==> src/rtl/fixed_bcd_formatter.sv <==
`default_nettype none
// ============================================================================
// Module      : fixed_bcd_formatter
// Description : Sequential converter from signed Q17.14 fixed point to
//               sign-magnitude BCD (6 integer digits, 4 fractional digits).
//               The integer part is converted by double-dabble and the
//               fraction by repeated multiply-by-10.
//               Optional macro FMT_ROUND_EN: generate a 5th fractional digit
//               and round half up (in magnitude) into the displayed digits.
// Revision    : 1.0 - initial release
// ============================================================================
module fixed_bcd_formatter (
  input  logic        clk,
  input  logic        reset,
  input  logic        valid_in,
  input  logic [31:0] value_in,
  input  logic        ovf_in,
  output logic        busy,
  output logic        done,
  output logic        sign,
  output logic [23:0] int_bcd,
  output logic [15:0] frac_bcd,
  output logic        ovf_out,
  output logic        dropped
);

`ifdef FMT_ROUND_EN
  localparam int         FRAC_DIGITS = 5;
`else
  localparam int         FRAC_DIGITS = 4;
`endif
  localparam int         FACC_W      = 4 * FRAC_DIGITS;
  localparam logic [4:0] INT_LAST    = 5'd17;
  localparam logic [4:0] FRAC_LAST   = 5'(FRAC_DIGITS - 1);

  typedef enum logic [2:0] {
    S_IDLE  = 3'd0,
    S_ABS   = 3'd1,
    S_INT   = 3'd2,
    S_FRAC  = 3'd3,
`ifdef FMT_ROUND_EN
    S_ROUND = 3'd4,
`endif
    S_OUT   = 3'd5
  } state_t;

  state_t              state_q, state_d;
  logic [4:0]          cnt_q, cnt_d;
  logic [31:0]         value_q, value_d;
  logic                ovf_lat_q, ovf_lat_d;
  logic                sign_work_q, sign_work_d;
  logic [17:0]         int_sr_q, int_sr_d;
  logic [13:0]         frac_q, frac_d;
  logic [23:0]         ibcd_q, ibcd_d;
  logic [FACC_W-1:0]   facc_q, facc_d;
  logic                sign_q, sign_d;
  logic [23:0]         int_bcd_q, int_bcd_d;
  logic [15:0]         frac_bcd_q, frac_bcd_d;
  logic                ovf_out_q, ovf_out_d;
  logic                done_q, done_d;
  logic                busy_q, busy_d;
  logic                dropped_q, dropped_d;

  logic [31:0]         mag;
  logic [23:0]         dabble_adj;
  logic [17:0]         prod;

  // Add 3 to every BCD nibble that is 5 or more (double-dabble correction).
  function automatic logic [23:0] dabble_fix(input logic [23:0] bcd);
    logic [23:0] r;
    logic [3:0]  nib;
    r = bcd;
    for (int i = 0; i < 6; i++) begin
      nib = bcd[4*i +: 4];
      if (nib >= 4'd5) nib = nib + 4'd3;
      r[4*i +: 4] = nib;
    end
    return r;
  endfunction

`ifdef FMT_ROUND_EN
  // Increment a 10-digit BCD number, carry rippling through every digit.
  function automatic logic [39:0] bcd_inc(input logic [39:0] bcd);
    logic [39:0] r;
    logic        carry;
    logic [3:0]  nib;
    r     = bcd;
    carry = 1'b1;
    for (int i = 0; i < 10; i++) begin
      nib = bcd[4*i +: 4];
      if (carry) begin
        if (nib == 4'd9) begin
          nib = 4'd0;
        end else begin
          nib   = nib + 4'd1;
          carry = 1'b0;
        end
      end
      r[4*i +: 4] = nib;
    end
    return r;
  endfunction
`endif

  // Datapath helpers: absolute value, dabble correction, fraction times ten.
  always_comb begin
    mag        = value_q[31] ? (~value_q + 32'd1) : value_q;
    dabble_adj = dabble_fix(ibcd_q);
    prod       = 18'(frac_q) * 18'd10;
  end

  // Next-state and datapath update for the conversion sequencer.
  always_comb begin
    state_d     = state_q;
    cnt_d       = cnt_q;
    value_d     = value_q;
    ovf_lat_d   = ovf_lat_q;
    sign_work_d = sign_work_q;
    int_sr_d    = int_sr_q;
    frac_d      = frac_q;
    ibcd_d      = ibcd_q;
    facc_d      = facc_q;
    sign_d      = sign_q;
    int_bcd_d   = int_bcd_q;
    frac_bcd_d  = frac_bcd_q;
    ovf_out_d   = ovf_out_q;
    done_d      = 1'b0;
    dropped_d   = dropped_q;

    case (state_q)
      S_IDLE: begin
        if (valid_in) begin
          value_d   = value_in;
          ovf_lat_d = ovf_in;
          dropped_d = 1'b0;
          state_d   = S_ABS;
        end
      end
      S_ABS: begin
        // 0x80000000 negates to itself, which reads correctly as 2^31 unsigned.
        sign_work_d = value_q[31];
        int_sr_d    = mag[31:14];
        frac_d      = mag[13:0];
        ibcd_d      = 24'd0;
        facc_d      = '0;
        cnt_d       = 5'd0;
        state_d     = S_INT;
      end
      S_INT: begin
        ibcd_d   = (dabble_adj << 1) | {23'd0, int_sr_q[17]};
        int_sr_d = {int_sr_q[16:0], 1'b0};
        cnt_d    = cnt_q + 5'd1;
        if (cnt_q == INT_LAST) begin
          cnt_d   = 5'd0;
          state_d = S_FRAC;
        end
      end
      S_FRAC: begin
        // The integer part of frac*10 is the next decimal digit.
        facc_d = {facc_q[FACC_W-5:0], prod[17:14]};
        frac_d = prod[13:0];
        cnt_d  = cnt_q + 5'd1;
        if (cnt_q == FRAC_LAST) begin
          cnt_d = 5'd0;
`ifdef FMT_ROUND_EN
          state_d = S_ROUND;
`else
          state_d = S_OUT;
`endif
        end
      end
`ifdef FMT_ROUND_EN
      S_ROUND: begin
        // Guard digit decides round half up across all ten displayed digits.
        if (facc_q[3:0] >= 4'd5) begin
          {ibcd_d, facc_d[FACC_W-1:4]} = bcd_inc({ibcd_q, facc_q[FACC_W-1:4]});
        end
        state_d = S_OUT;
      end
`endif
      S_OUT: begin
        sign_d     = sign_work_q;
        int_bcd_d  = ibcd_q;
        frac_bcd_d = facc_q[FACC_W-1 -: 16];
        ovf_out_d  = ovf_lat_q;
        done_d     = 1'b1;
        state_d    = S_IDLE;
      end
      default: begin
        state_d = S_IDLE;
      end
    endcase

    // A request that cannot be accepted is flagged but otherwise ignored.
    if (valid_in && (state_q != S_IDLE)) begin
      dropped_d = 1'b1;
    end

    // Busy covers the whole conversion plus the done cycle.
    busy_d = (state_d != S_IDLE) || done_d;
  end

  // State and datapath registers with asynchronous reset.
  always_ff @(posedge clk or posedge reset) begin
    if (reset) begin
      state_q     <= S_IDLE;
      cnt_q       <= 5'd0;
      value_q     <= 32'd0;
      ovf_lat_q   <= 1'b0;
      sign_work_q <= 1'b0;
      int_sr_q    <= 18'd0;
      frac_q      <= 14'd0;
      ibcd_q      <= 24'd0;
      facc_q      <= '0;
      sign_q      <= 1'b0;
      int_bcd_q   <= 24'd0;
      frac_bcd_q  <= 16'd0;
      ovf_out_q   <= 1'b0;
      done_q      <= 1'b0;
      busy_q      <= 1'b0;
      dropped_q   <= 1'b0;
    end else begin
      state_q     <= state_d;
      cnt_q       <= cnt_d;
      value_q     <= value_d;
      ovf_lat_q   <= ovf_lat_d;
      sign_work_q <= sign_work_d;
      int_sr_q    <= int_sr_d;
      frac_q      <= frac_d;
      ibcd_q      <= ibcd_d;
      facc_q      <= facc_d;
      sign_q      <= sign_d;
      int_bcd_q   <= int_bcd_d;
      frac_bcd_q  <= frac_bcd_d;
      ovf_out_q   <= ovf_out_d;
      done_q      <= done_d;
      busy_q      <= busy_d;
      dropped_q   <= dropped_d;
    end
  end

  assign busy     = busy_q;
  assign done     = done_q;
  assign sign     = sign_q;
  assign int_bcd  = int_bcd_q;
  assign frac_bcd = frac_bcd_q;
  assign ovf_out  = ovf_out_q;
  assign dropped  = dropped_q;

endmodule
`default_nettype wire

==> config.mk <==
export PLATFORM = sky130hd
export DESIGN_NAME = fixed_bcd_formatter
export DESIGN_NICKNAME = d
export VERILOG_FILES = /design/src/rtl/fixed_bcd_formatter.sv
export SDC_FILE = /design/constraint.sdc
export NUM_CORES = 1
export LEC_CHECK = 0
export ABC_CLOCK_PERIOD_IN_PS = 8900
export CORE_MARGIN = 2
export CORE_UTILIZATION = 55
export DETAILED_ROUTE_END_ITERATION = 12
export HOLD_SLACK_MARGIN = 0.05
export PLACE_DENSITY = 0.77
export SLEW_MARGIN = 20
export SYNTH_ARGS = -nofsm -noshare
export SYNTH_HDL_FRONTEND = slang
export SYNTH_SLANG_ARGS = --single-unit
==> constraint.sdc <==
create_clock -name clk -period 8.9 [get_ports clk]
set_clock_uncertainty 0.15 [all_clocks]
set_input_delay 1.78 -clock clk [delete_from_list [all_inputs] [get_ports clk]]
set_output_delay 1.78 -clock clk [all_outputs]
set_load 0.005 [all_outputs]
-- Word-level counts from Yosys, hierarchy flattened
Index checks and enable logic that the tools add are counted.
- add/subtract/negate cells: 8
- multiply operators: 1
- magnitude comparators: 6
- equal/unequal tests: 6
- muxes and demuxes: 22
- bitwise gates (word level): 2
- reductions and logical operators: 12
- operator list (kind ; count):
    case mux 24 bit (2 select lines) ; 1
    case mux 18 bit (2 select lines) ; 1
    adder 32 x 1 -> 32 bit (second input constant) ; 1
    2-to-1 mux 32 bit ; 1
    NOT 32 bit ; 1
    case mux 16 bit (2 select lines) ; 1
    case mux 14 bit (2 select lines) ; 1
    >= comparator 4 x 3 -> 1 bit (second input constant) ; 6
    bitwise OR 24 x 1 -> 24 bit ; 1
    adder 4 x 2 -> 4 bit (second input constant) ; 5
    2-to-1 mux 4 bit ; 5
    multiplier 14 x 3 -> 17 bit (second input constant) ; 1
    case mux 5 bit (3 select lines) ; 1
    2-to-1 mux 3 bit ; 4
    case mux 3 bit (4 select lines) ; 1
    2-to-1 mux 5 bit ; 2
    nonzero test 3 bit ; 3
    nonzero test 2 bit ; 4
    == test 3 x 2 -> 1 bit (second input constant) ; 2
    adder 5 x 1 -> 5 bit (second input constant) ; 1
    == test 5 x 2 -> 1 bit (second input constant) ; 1
    == test 5 bit (second input constant) ; 1
    2-to-1 mux 1 bit ; 4
    AND reduction 2 bit ; 2
    other kinds (6) ; 6
- bits in registers: 159
- bits of input ports: 36
- output and inout bits: 45
- word-level logic and storage cells: 73

-- Depth between registers and ports, before layout
- depth in word-level cells: 5
- depth in mapped cells: 8
- gate-level depth less buffers: 8

-- Least setup slack after synthesis
Ideal clock, no wire load.
- path kind: input port to flip-flop
- from: in valid_in
- to: reg value_q[2]
- setup time: 0.125 ns
- arrival time: 2.969 ns
- required time: 8.625 ns
- path slack: 5.657 ns
- stages on the path: 4
- cells stage by stage: nor4b_1 clkbuf_1 clkbuf_1 mux2_2
- word-level cells in the longest chain between the ends: 1
- RTL lines (what ; line ; RTL):
    start, declared ; 15 ; input logic valid_in,
    AND reduction 2 bit (no line) ; - ;
    end signal, assigned ; 225 ; value_q <= value_d;
    end, declared ; 49 ; logic [31:0] value_q, value_d;
Every way passes these cells.
A chain may end at the register's enable or synchronous reset.

==> results.sh <==
export IMPL_status="completed"
export IMPL_hold_start="frac_bcd[10]"
export IMPL_worstReg2RegEnd="facc_q[1]"
export IMPL_critPathCaptureType="asynchronous set/reset pin"
export IMPL_critical_path_class="in -> async"
export IMPL_coreArea_um2=14500
export IMPL_layout_drive_gt1_share=0.111
export IMPL_synth_xor_area_frac=0.0301
export IMPL_gp_congestion=0.913
export IMPL_synthToLayoutAreaGrowth_pct=18.6
export IMPL_insertion_delay_ns=0.43
export IMPL_portBuffers=80
export IMPL_r2r_slack_ns=5.85
export IMPL_dr_pass1_iters=4
export IMPL_yosys_warnings=0
export IMPL_synth_seq_cells=159
export IMPL_relSlewSlack=0.345
export IMPL_placedInstanceArea_um2=9110
export IMPL_num_io_pins=81
export IMPL_dp_slack_ns=4.97
export IMPL_whs_path_depth=2
export IMPL_grt_max_degree=99
export IMPL_cp_required_ns=9.22
export IMPL_antenna_found_initial=0
export IMPL_stdcell_area_um2=9670
export IMPL_nets=923
export IMPL_grt_pass1_vias=6104
export IMPL_setup_slack_ns=5.52
export IMPL_via_per_inst=5.99
export IMPL_die_w_um=126
export IMPL_multi_input_area_um2=3950
export IMPL_post_cts_resized=0
export IMPL_finalCritPeriodShare=0.379
export IMPL_ys_seq_area_frac=0.488
export IMPL_p_per_area_nw_per_um2=377
export IMPL_grt_pass1_wl_mm=29.8
export IMPL_rsz0062_at_grt="no"
export IMPL_gr_usage_all_layers=0.230
export IMPL_layout_commonest_cell="dfrtp_1"
export IMPL_fmax_ghz=0.296
export IMPL_routed_via_count=6246
export IMPL_cap_violations=0
export IMPL_worstSetupStartpointType="input port"
export IMPL_start_util=0.561
export IMPL_final_cell_mix="dfrtp_1 (159), nand2_1 (115), clkdlybuf4s50_1 (80), o21ai_0 (55), mux2_2 (43)"
export IMPL_synth_area_per_cell_um2=10.5
export IMPL_synth_edff_count=0
export IMPL_postSynth_asyncResetShare=1.00
export IMPL_drv_slew=0
export IMPL_ctsHoldBuffers=0
export IMPL_cts_tree="done"
export IMPL_ys_flop_type="dfrtp_1"
export IMPL_synth_adder_area_share=0.0623
export IMPL_rr_startpoint="state_q[1]"
export IMPL_reg2regPathDepth=6
export IMPL_drc_errors=0
export IMPL_worstPathArrival_ns=3.69
export IMPL_muxShareOfSynthArea=0.0802
export IMPL_synth_top_family_by_area="compound AO/OA/AOI/OAI gates"
export IMPL_synth_net_count=854
export IMPL_cts_reportedPaths_clkPinSlew_ns=0.06
export IMPL_yosysTopAreaCell="dfrtp_1"
export IMPL_cts_root_buf="clkbuf_16"
export IMPL_drt_total_wl_mm=18.0
export IMPL_cts_sinks=159
export IMPL_h_tree_depth=4
export IMPL_synth_top_area_frac=0.488
export IMPL_drtIter0Drc=432
export IMPL_cts_path_max_buffers=2
export IMPL_peakVddDrop_mv=0.178
export IMPL_ant_nets=0
export IMPL_fp_dieArea_um2=15800
export IMPL_cts_setup_buffers=0
export IMPL_hold_viol=0
export IMPL_netlist_cell_type_count=65
export IMPL_synthTopCellsByArea="dfrtp_1 (49%), ha_1 (6.0%), mux2_2 (5.9%)"
export IMPL_cts_made_buffers=17
export IMPL_cp_max_fo=98
export IMPL_setup_tns_ns=0
export IMPL_seq_area_um2=3980
export IMPL_diodes=0
export IMPL_fillers=1113
export IMPL_synth_simple_gate_area_frac=0.147
export IMPL_setup_viol=0
export IMPL_die_y_um=126
export IMPL_synth_compound_area_frac=0.164
export IMPL_num_rows=44
export IMPL_leakage_uw=0.00431
export IMPL_hold_class="reg -> reg"
export IMPL_dp_hpwl_mm=12.4
export IMPL_hold_end="frac_bcd[10]"
export IMPL_tightest_slew_ns=0.979
export IMPL_synth_area_um2=8160
export IMPL_overflow=0
export IMPL_netlist_instances=778
export IMPL_period_minus_slack_ns=3.38
export IMPL_wl_per_cell_um=17.3
==> synthesized netlist by cell type, drive strengths merged, types with 7 or more instances <==
cell    instances
a21o            8
a21oi          28
a22o           18
a22oi          19
clkbuf         33
dfrtp         159
ha             39
inv            18
mux2           43
mux2i          17
nand2         115
nand2b          8
nand3           8
nor2           31
nor2b          13
nor3            7
o211ai         14
o21ai          60
o22ai          12
o31ai          14
or3            11
xnor2          15
xor2           13
==> cell type report <==
class | instances | area share
timing repair buffer | 89 | 0.0898
inverter | 19 | 0.00789
tap | 184 | 0.0238
clock buffer | 21 | 0.0466
clock inverter | 10 | 0.0119
sequential | 159 | 0.411
multi-input combinational | 561 | 0.409
==> stage by stage <==
step	std cells	hold slack [ns]	utilization	power (µW)
after floorplan	778	0.285	-	2420
after global placement	1012	0.308	0.627	2820
after detailed placement	1012	0.317	0.627	2930
after CTS	1043	0.330	0.666	3650
after global routing	1043	0.353	0.666	3890
final	1043	0.327	0.666	3650
==> logic make-up after synthesis <==
kind of cell    after synthesis
simple gates                234
compound gates              199
flops                       159
mux                          60
buf+inv                      58
fa+ha+maj                    40
xor+xnor                     28
==> routing by layer <==
layer  part of all wire  global-route usage  wire [µm]
met1               0.45               0.307       8020
met2               0.49               0.386       8850
met3              0.045              0.0348        804
met4              0.018              0.0853        328
met5                  0                   0          0
==> sequential cells by signal (all words and copies together), names as in the netlist <==
| signal | count |
|---|---|
| sign | 1 |
| frac_bcd | 16 |
| ibcd_q | 24 |
| value_q | 32 |
| cnt_q | 5 |
| dropped | 1 |
| sign_work_q | 1 |
| ovf_out | 1 |
| frac_q | 14 |
| int_bcd | 24 |
| facc_q | 16 |
| done | 1 |
| busy | 1 |
| ovf_lat_q | 1 |
| int_sr_q | 18 |
| state_q | 3 |
==> worst max path at each step <==
stage               cells past startpoint  start          end  slack, ns
floorplan                               1  reset         busy       2.68
global placement                        3  reset  value_q[10]       5.06
detailed placement                      3  reset  value_q[28]       4.97
CTS                                     3  reset    frac_q[6]       5.40
global route                            3  reset  value_q[20]       5.19
finish                                  3  reset  value_q[29]       5.52
==> critical path: stages <==
cell,delay (ns)
clkdlybuf4s50_1,0.47
inv_6,0.63
buf_4,0.75
==> power breakdown <==
group	internal [µW]	switching, µW	total, µW
clock network	417	285	702
logic	754	865	1620
registers	1020	306	1320
total	2190	1460	3650
(Power assumes the default switching activity.)
